===== config.mk =====
export PLATFORM = sky130hd
export DESIGN_NAME = serial_subtractor
export DESIGN_NICKNAME = d
export VERILOG_FILES = /design/src/rtl/serial_subtractor_pkg.sv /design/src/rtl/serial_subtractor_full_subtractor.sv /design/src/rtl/serial_subtractor.sv
export SDC_FILE = /design/constraint.sdc
export NUM_CORES = 1
export LEC_CHECK = 0
export ABC_AREA = 1
export CELL_PAD_IN_SITES_DETAIL_PLACEMENT = 0
export CELL_PAD_IN_SITES_GLOBAL_PLACEMENT = 1
export CORE_ASPECT_RATIO = 2
export CORE_MARGIN = 2
export CORE_UTILIZATION = 38
export DETAILED_ROUTE_END_ITERATION = 6
export PLACE_DENSITY_LB_ADDON = 0.1
export SLEW_MARGIN = 40
export SYNTH_ARGS = -nofsm -noshare
export SYNTH_HDL_FRONTEND = slang
export SYNTH_HIERARCHICAL = 1
export SYNTH_SLANG_ARGS = --single-unit

===== constraint.sdc =====
create_clock -name i_clk -period 1.56 [get_ports i_clk]
set_input_delay 0.156 -clock i_clk [delete_from_list [all_inputs] [get_ports i_clk]]
set_output_delay 0.156 -clock i_clk [all_outputs]
set_load 0.1 [all_outputs]

===== src/rtl/serial_subtractor_pkg.sv =====
// Shared definitions for the bit-serial subtractor: FSM state encoding.
package serial_subtractor_pkg;
  typedef enum logic [1:0] {
    S_IDLE = 2'd0,
    S_RUN  = 2'd1,
    S_DONE = 2'd2
  } state_t;
endpackage


===== src/rtl/serial_subtractor_full_subtractor.sv =====
// Single-bit full subtractor cell (combinational): diff = a - b - bin.
module full_subtractor
  import serial_subtractor_pkg::*;
(
  input  logic i_a,
  input  logic i_b,
  input  logic i_bin,
  output logic o_diff,
  output logic o_bout
);
  assign o_diff = i_a ^ i_b ^ i_bin;
  assign o_bout = (~i_a & i_b) | (~(i_a ^ i_b) & i_bin);
endmodule


===== src/rtl/serial_subtractor.sv =====
// Bit-serial WIDTH-bit subtractor, LSB first; done pulses WIDTH cycles after the accepted start.
// start is only sampled when not busy; results hold until the next completion or reset.
module serial_subtractor
  import serial_subtractor_pkg::*;
#(
  parameter int WIDTH = 8
) (
  input  logic             i_clk,
  input  logic             i_rst,
  input  logic             i_start,
  input  logic [WIDTH-1:0] i_a,
  input  logic [WIDTH-1:0] i_b,
  input  logic             i_bin,
  output logic             o_busy,
  output logic             o_done,
  output logic [WIDTH-1:0] o_diff,
  output logic             o_bout
);
  localparam int CW = $clog2(WIDTH);
  localparam logic [CW-1:0] LAST = CW'(WIDTH - 1);

  state_t           r_state;
  logic [CW-1:0]    r_cnt;
  logic [WIDTH-1:0] r_a_sh;
  logic [WIDTH-1:0] r_b_sh;
  logic [WIDTH-1:0] r_res;
  logic [WIDTH-1:0] r_diff;
  logic             r_br;
  logic             r_bout;
  logic             r_busy;
  logic             r_done;
  logic             w_d;
  logic             w_br;

  full_subtractor u_fs (
    .i_a   (r_a_sh[0]),
    .i_b   (r_b_sh[0]),
    .i_bin (r_br),
    .o_diff(w_d),
    .o_bout(w_br)
  );

  always_ff @(posedge i_clk) begin
    if (i_rst) begin
      r_state <= S_IDLE;
      r_cnt   <= '0;
      r_a_sh  <= '0;
      r_b_sh  <= '0;
      r_res   <= '0;
      r_diff  <= '0;
      r_br    <= 1'b0;
      r_bout  <= 1'b0;
      r_busy  <= 1'b0;
      r_done  <= 1'b0;
    end else begin
      r_done <= 1'b0;
      case (r_state)
        S_IDLE, S_DONE: begin
          if (i_start) begin
            r_a_sh  <= i_a;
            r_b_sh  <= i_b;
            r_br    <= i_bin;
            r_res   <= '0;
            r_cnt   <= '0;
            r_busy  <= 1'b1;
            r_state <= S_RUN;
          end else begin
            r_state <= S_IDLE;
          end
        end
        S_RUN: begin
          // Result bits enter at the MSB so bit 0 lands at position 0 after WIDTH shifts.
          r_a_sh <= r_a_sh >> 1;
          r_b_sh <= r_b_sh >> 1;
          r_res  <= {w_d, r_res[WIDTH-1:1]};
          r_br   <= w_br;
          r_cnt  <= r_cnt + CW'(1);
          if (r_cnt == LAST) begin
            r_diff  <= {w_d, r_res[WIDTH-1:1]};
            r_bout  <= w_br;
            r_done  <= 1'b1;
            r_busy  <= 1'b0;
            r_cnt   <= '0;
            r_state <= S_DONE;
          end
        end
        default: begin
          r_busy  <= 1'b0;
          r_state <= S_IDLE;
        end
      endcase
    end
  end

  assign o_busy = r_busy;
  assign o_done = r_done;
  assign o_diff = r_diff;
  assign o_bout = r_bout;
endmodule

After elaboration in Yosys (flattened, before gate mapping)
Cells that the tools add are included.
{"block": "classes", "reduce_logical": 7, "eq_ne": 5, "bitwise": 8, "n_mux": 18, "addsub": 1}
{"cell": "$pmux W8 S2", "n": 3}
{"cell": "$mux W8", "n": 3}
{"cell": "$mux W3", "n": 2}
{"cell": "$pmux W3 S2", "n": 1}
{"cell": "$reduce_and A2 Y1", "n": 3}
{"cell": "$mux W1", "n": 5}
{"cell": "$ne A2 B2 Y1 const B", "n": 2}
{"cell": "$pmux W1 S2", "n": 2}
{"cell": "$pmux W2 S2", "n": 1}
{"cell": "$reduce_or A2 Y1", "n": 2}
{"cell": "$add A3 B1 Y3 const B", "n": 1}
{"cell": "$eq A3 B3 Y1 const B", "n": 1}
{"cell": "$not A1 Y1", "n": 3}
{"cell": "$and A1 B1 Y1", "n": 2}
{"cell": "$eq A2 B1 Y1 const B", "n": 1}
{"cell": "$eq A2 B2 Y1 const B", "n": 1}
{"cell": "$logic_not A2 Y1", "n": 1}
{"cell": "$mux W2", "n": 1}
{"cell": "$reduce_bool A2 Y1", "n": 1}
{"cell": "$xor A1 B1 Y1", "n": 2}
{"cell": "$or A1 B1 Y1", "n": 1}
{"block": "totals", "word_cells": 49, "output_inout_bits": 11, "inputBits": 20, "reg_bits": 41}

Longest topological paths before layout
Gate-level depths: netlist of run 1.
{"block": "logic_depth", "ltp_word": 5, "ltp_mapped": 7, "depth_no_buf": 7}

Modules after synthesis
Netlist of run 1, hierarchy kept.
{"mod": "serial_subtractor", "area_each_um2": 1885.6, "seq_area_each_um2": 800.8, "n_inst": 1, "cells_per_inst": 259}
{"mod": "full_subtractor", "area_each_um2": 31.3, "seq_area_each_um2": 0.0, "n_inst": 1, "cells_per_inst": 4}

Worst setup path after synthesis of run 1
OpenSTA, ideal clock, no wires.
{"block": "synth_path", "path_kind": "register -> register", "startpoint": "reg, netlist name o_busy", "endpoint": "reg r_busy, in the netlist o_busy", "arrival_time_ns": 1.245, "setup_ns": 0.071, "path_stages_with_launch": 3, "path_slack_ns": 0.244, "t_required_ns": 1.489, "period_less_slack_ns": 1.316, "n_path_buf": 0, "cell_sequence": "dfxtp_1 o21ai_0 a21oi_1"}
{"item": "end signal: assignment", "line_no": "serial_subtractor.sv:53", "text": "r_busy <= 1'b0;"}
{"item": "end signal: assignment", "line_no": "serial_subtractor.sv:65", "text": "r_busy <= 1'b1;"}
{"item": "end signal: assignment", "line_no": "serial_subtractor.sv:82", "text": "r_busy <= 1'b0;"}
{"item": "end: declaration", "line_no": "serial_subtractor.sv:30", "text": "logic r_busy;"}

Worst setup path in the final report of run 1
{"block": "layout_path", "startpoint": "reg r_cnt[0]", "endpoint": "reg r_diff[0], in the netlist o_diff[0]"}
{"block": "layout_between", "elab_chain_len": 2}
{"item": "start: declaration", "line_no": "serial_subtractor.sv:23", "text": "logic [CW-1:0] r_cnt;"}
{"item": "start signal: assignment", "line_no": "serial_subtractor.sv:77", "text": "r_cnt <= r_cnt + CW'(1);"}
{"item": "$eq A3 B3 Y1", "line_no": "serial_subtractor.sv:78", "text": "if (r_cnt == LAST) begin"}
{"item": "$reduce_and A2 Y1 (no source line)"}
{"item": "end signal: assignment", "line_no": "serial_subtractor.sv:79", "text": "r_diff <= {w_d, r_res[WIDTH-1:1]};"}
{"item": "end: declaration", "line_no": "serial_subtractor.sv:27", "text": "logic [WIDTH-1:0] r_diff;"}
No other way between the ends.
A chain may end at the register's enable or synchronous reset.

==> flow_metrics.tcl, run 1 <==
set metrics [dict create \
    min_to "r_a_sh[7]$_SDFFE_PP0P_" \
    clk_pin_slew_worst_paths_ns 0.08 \
    grt_setup_unrepaired "false" \
    drt_iter0_drc 50 \
    nets 316 \
    dieArea_um2 5660 \
    layout-drive-gt1-share_pct 13.6 \
    hold_class "input port to flop" \
    grt_pass1_wl_um 7340 \
    timing.rr.start "r_cnt[0]$_SDFFE_PP0P_" \
    clkSinkCount 40 \
    period_minus_slack_ns 1.24 \
    relSlewSlack_pct 77.9 \
    fp.dieW_um 54.2 \
    dp.cells 343 \
    fin_skew_ns 0.00494 \
    post_cts_buffers 0 \
    cts_buffers 5 \
    cts_hold_buf 0 \
    leakage_nw 1.12 \
    syn_area_per_cell_um2 7.29 \
    min_from "i_a[7]" \
    grt_util_all_layers_pct 17.2 \
    clkLatencyLatePin_ns 0.29 \
    gp_congestion 0.724 \
    yosysWarnings 6 \
    ff2ff_setup_slack_ns 0.32 \
    max_freq_mhz 807 \
    vias 1690 \
    grt_max_degree 43 \
    io_buffers 30 \
    final_max_slew_viol_count 0 \
    setup_violations 0 \
    core_area_um2 4860 \
    fin_setup_tns_ns 0 \
    drtPass1Iterations 4 \
    die_y_um 104 \
    std_cell_rows 36 \
    maxCapViolCount 0 \
    n_antenna_cell 0 \
    status "completed" \
    cp.arrival_ns 1.46 \
    cp_max_fo 9 \
    wl_um 4370 \
    cp_data_required_time_ns 1.78 \
    dp_hpwl_um 2970 \
    hold_slack_ns 0.440 \
    clock_path_buffers 2 \
    worst_slew_pin_slew_ns 0.331 \
    cts_resized 0 \
    area_growth_pct 29.0 \
    vias_per_cell 4.81 \
    synth_seq_cells 40 \
    io_pins 31 \
    critical_path_class "flop to flop" \
    n_fill_cell 518 \
    powerDensity_nw_per_um2 990 \
    endpoint_kind "flop" \
    post_drt_wl_per_cell_um 12.4 \
    hold_violations 0 \
    ys_seq_area_share_pct 41.8 \
    overflow 0 \
    antenna_left 0 \
    grt_pass1_vias 1636 \
    synth_fp_nets 286 \
    hold_depth 3 \
    synthDistinctLibCells 23 \
    post-route-period-util_pct 79.4 \
    antenna_found_initial 0 \
    htreeDepth 2 \
    layout.cells.non_filler 351 \
    peakVddDrop_mv 0.655 \
    syn_area_um2 1920 \
    critical_path.startpoint_type "flop" \
    drcViolationCount 0 \
    cts-root-buf "clkbuf_8" \
    finalPower_mw 2.45 \
    cts_tree "built" \
    reg2reg_depth 5 \
    initial_core_util_pct 39.4 \
    r2r-end "o_diff[0]$_SDFFE_PP0P_" \
    netlist_instances 263 \
]
layer usage:
metal	global-route usage, %	part of all wire [%]	vias up
met5	0	0	-
met2	29.8	52	38
met3	3.45	3.5	9
met4	7.14	2.1	0
li1	-	-	886
met1	19.3	42	757
cells in the final DEF (no fill, tap or decap), types with 2 or more instances in the layout:
cell,instances
inv_1,30
nor2_1,19
dfxtp_1,40
nor3_1,14
a21oi_1,14
ha_1,2
nand3_1,42
nand2_1,63
buf_4,6
nand3b_1,3
buf_12,12
inv_2,2
clkdlybuf4s50_1,19
clkinv_1,6
inv_4,2
nand2_2,2
nand3_2,6
clkbuf_8,7
how the worst max path moves through the flow:
stage | slack (ns) | cells after the start | to | start
after floorplan | 0.24 | 2 | o_busy$_SDFFE_PP0P_ | o_busy$_SDFFE_PP0P_
after global placement | 0.24 | 5 | r_b_sh[6]$_SDFFE_PP0P_ | i_start
after detailed placement | 0.23 | 5 | r_b_sh[6]$_SDFFE_PP0P_ | i_start
after CTS | 0.30 | 5 | o_diff[0]$_SDFFE_PP0P_ | r_cnt[0]$_SDFFE_PP0P_
after global routing | 0.18 | 6 | o_diff[2]$_SDFFE_PP0P_ | r_state[0]$_SDFFE_PP0P_
final | 0.32 | 5 | o_diff[0]$_SDFFE_PP0P_ | r_cnt[0]$_SDFFE_PP0P_
cells by family after synthesis:
logic type | count (synthesis) | share of synthesized area, %
buf+inv | 54 | 14.2
simple gates | 151 | 37.7
compound gates | 15 | 3.92
flops | 40 | 41.8
fa+ha+maj | 3 | 2.35
power by group:
group	internal [mW]	total, mW	leakage [nW]	switching, mW
sequential	1.08	1.10	0.327	0.0245
combinational	0.172	0.409	0.727	0.236
clock	0.565	0.938	0.0645	0.373
flip-flops by register name (all words and copies together) (netlist names):
register	cells
o_diff	8
r_a_sh	8
r_b_sh	8
r_res	7
r_cnt	3
r_state	2
o_bout	1
o_busy	1
o_done	1
r_br	1
layout make-up:
| type | instances | area (µm²) | share of cell area (%) |
|---|---|---|---|
| multi-input combinational | 169 | 843 | 34.1 |
| sequential | 40 | 801 | 32.4 |
| timing repair buffer | 37 | 475 | 19.2 |
| inverter | 40 | 155 | 6.28 |
| clock buffer | 7 | 96.3 | 3.90 |
| tap | 57 | 71.3 | 2.88 |
| clock inverter | 1 | 30.0 | 1.21 |
cell usage after synthesis, drive strengths merged:
cell type  count  area [µm²]
dfxtp         40         801
ha             2        25.0
nor3          14        70.1
clkbuf         1        3.75
nand2         66         269
buf           13         114
nor2          20        91.3
nand3b         3        22.5
clkinv         6        22.5
fa             1        20.0
o21ai          1        5.00
nand3         48         270
a21oi         14        70.1
inv           34         133
critical path, cell delays in order, from the launching register on:
cell and delay, ns:
dfxtp_1 0.33, ha_1 0.20, ha_1 0.25, nand2_2 0.20
nand2_1 0.08, a21oi_1 0.12
through the flow:
stage	util, %	worst slack [ns]	cell area, µm²
final	50.8	0.321	2470
after global routing	50.8	0.178	2470
after CTS	50.8	0.305	2470
after detailed placement	48.2	0.228	2350
after global placement	48.2	0.240	2350
after floorplan	-	0.244	1920
Note: power is estimated with default switching activity, not from simulation.
==> run 2: changes to the inputs <==
--- a/config.mk
+++ b/config.mk
@@ -10,7 +10,7 @@
 export CELL_PAD_IN_SITES_GLOBAL_PLACEMENT = 1
 export CORE_ASPECT_RATIO = 2
 export CORE_MARGIN = 2
-export CORE_UTILIZATION = 38
+export CORE_UTILIZATION = 34
 export DETAILED_ROUTE_END_ITERATION = 6
 export PLACE_DENSITY_LB_ADDON = 0.1
 export SLEW_MARGIN = 40
==> constraint.sdc (replaced) <==
create_clock -name i_clk -period 1 [get_ports i_clk]
set_input_delay 0.1 -clock i_clk [delete_from_list [all_inputs] [get_ports i_clk]]
set_output_delay 0.1 -clock i_clk [all_outputs]
set_load 0.1 [all_outputs]
==> run 2 against run 1 <==
  * The run now ends with negative setup slack left
  * Clock power is 20% higher
  * Clock skew is 0.0023 ns higher
  * First-iteration DRC count down 6.0%
  * Critical endpoint is now r_res[7]$_SDFFE_PP0P_
  * Largest power group unchanged
  * Highest routed layer unchanged
==> flow_metrics.tcl, run 2 (synthesis results as in run 1) <==
set metrics [dict create \
    gp_congestion 0.722 \
    cts_hold_buf 0 \
    pwr-share-comb_pct 25.7 \
    layout-drive-gt1-share_pct 41.9 \
    initial_core_util_pct 35.4 \
    cts-root-buf "clkbuf_8" \
    dp_slack_ns -0.268 \
    status "complete, but fails checks" \
    cp.arrival_ns 1.38 \
    seq_power_share_pct 44.9 \
    fin_util_pct 58.6 \
    min_to "r_b_sh[7]$_SDFFE_PP0P_" \
    n_fill_cell 508 \
    clk_pin_slew_worst_paths_ns 0.08 \
    wl_um 5320 \
    dp_hpwl_um 3320 \
    dieArea_um2 6290 \
    grt_setup_unrepaired "true" \
    cts_tree "built" \
    nets 337 \
    drcViolationCount 0 \
    ff2ff_setup_slack_ns -0.14 \
    core_area_um2 5420 \
    post-route-period-util_pct 114 \
    critical_path.startpoint_type "flop" \
    grt_pass1_wl_um 8140 \
    fp.dieW_um 57.1 \
    final_max_slew_viol_count 0 \
    n_antenna_cell 0 \
    multi_input_area_um2 1180 \
    hold_violations 0 \
    leakage_nw 1.37 \
    powerDensity_nw_per_um2 1210 \
    antenna_left 0 \
    reg2reg_depth 3 \
    placed_cell_area_um2 2640 \
    period_minus_slack_ns 1.14 \
    drtPass1Iterations 5 \
    setup_violations 37 \
    io_pins 31 \
    clkLatencyLatePin_ns 0.29 \
    vias_per_cell 4.86 \
    cts_buffers 5 \
    dp.cells 358 \
    endpoint_kind "flop" \
    maxCapViolCount 0 \
    stdcell_area_um2 3180 \
    fin_skew_ns 0.00725 \
    io_buffers 30 \
    hold_class "input port to flop" \
    relSlewSlack_pct 85.8 \
    peakVddDrop_mv 1.32 \
    p_switching_mw 1.15 \
    htreeDepth 2 \
    clkSinkCount 40 \
    worst_slew_pin_slew_ns 0.213 \
    min_from "i_b[7]" \
    std_cell_rows 38 \
    p_clk_share_pct 29.4 \
    max_freq_mhz 874 \
    clock_path_buffers 2 \
    r2r-end "r_res[7]$_SDFFE_PP0P_" \
    overflow 0 \
    final_cell_mix "nand2_1, nand3_1, inv_1" \
    post_drt_wl_per_cell_um 14.2 \
    cp_max_fo 2 \
    critical_path_class "flop to flop" \
    violations "negative setup slack" \
    drt_iter0_drc 47 \
    power.internal_mw 2.71 \
    vias 1822 \
    layout_commonest_cell "nand2_1" \
    fin_setup_tns_ns -2.24 \
    hold_depth 3 \
    finalPower_mw 3.86 \
    finalWorstSetupSlack_ns -0.144 \
    hold_slack_ns 0.374 \
    grt_util_all_layers_pct 16.7 \
    cp_data_required_time_ns 1.23 \
    regArea_um2 828 \
    swShare_pct 29.7 \
    layout.cells.non_filler 375 \
    die_y_um 110 \
    timing.rr.start "r_a_sh[0]$_SDFFE_PP0P_" \
    grt_max_degree 29 \
    antenna_found_initial 0 \
    grt_pass1_vias 1791 \
    area_growth_pct 65.8 \
]
-- run 2: changes by cell type in the layout (fill, tap and decap cells not counted), sizes merged --
cell / before / now
nand2: 66 / 67
clkinv: 6 / 9
bufinv: 1 / 0
buf: 18 / 33
clkbuf: 7 / 10
-- run 2: critical path: stages (launching register included) --
cell and delay [ns]:
dfxtp_2 0.34, fa_2 0.58, nand2_1 0.05, a21oi_1 0.11
-- run 2: power groups by stage --
stage	combinational (mW)	clock (mW)	sequential, mW
floorplan	0.508	0	1.77
global placement	0.776	0	1.76
detailed placement	0.776	0	1.76
CTS	0.860	1.19	1.73
global route	1.09	1.24	1.74
finish	0.992	1.13	1.73
-- run 2: how the worst max path moves through the flow --
stage,start,endpoint,slack [ns],depth (start not counted)
after floorplan,r_br$_SDFFE_PP0P_,r_res[7]$_SDFFE_PP0P_,-0.06,4
after global placement,i_start,r_a_sh[4]$_SDFFE_PP0P_,-0.26,5
after detailed placement,i_start,r_a_sh[1]$_SDFFE_PP0P_,-0.27,5
after CTS,r_a_sh[0]$_SDFFE_PP0P_,r_res[7]$_SDFFE_PP0P_,-0.15,3
after global routing,r_b_sh[0]$_SDFFE_PP0P_,r_res[7]$_SDFFE_PP0P_,-0.18,4
final,r_a_sh[0]$_SDFFE_PP0P_,r_res[7]$_SDFFE_PP0P_,-0.14,3
-- run 2: routing by layer --
metal | GRT usage (%) | share of wire, %
met1 | 17.8 | 37
met2 | 31.9 | 58
met3 | 2.80 | 3.2
met4 | 6.48 | 2.0
met5 | 0 | 0
-- run 2: repair_timing --
action,CTS,global route
setup endpoints to repair,38,39
setup buffers,2,1
gates resized for setup,34,45
cloned,1,6
pin swaps,18,48
-- run 2: cell type report --
type	instances	area share, %
repair inverters	1	0.197
clock buffers	6	2.60
repair buffers	56	25.7
clock inverters	2	0.315
flip-flops and latches	40	26.1
well taps	60	2.36
inverters	40	5.43
multi-input cells	170	37.3
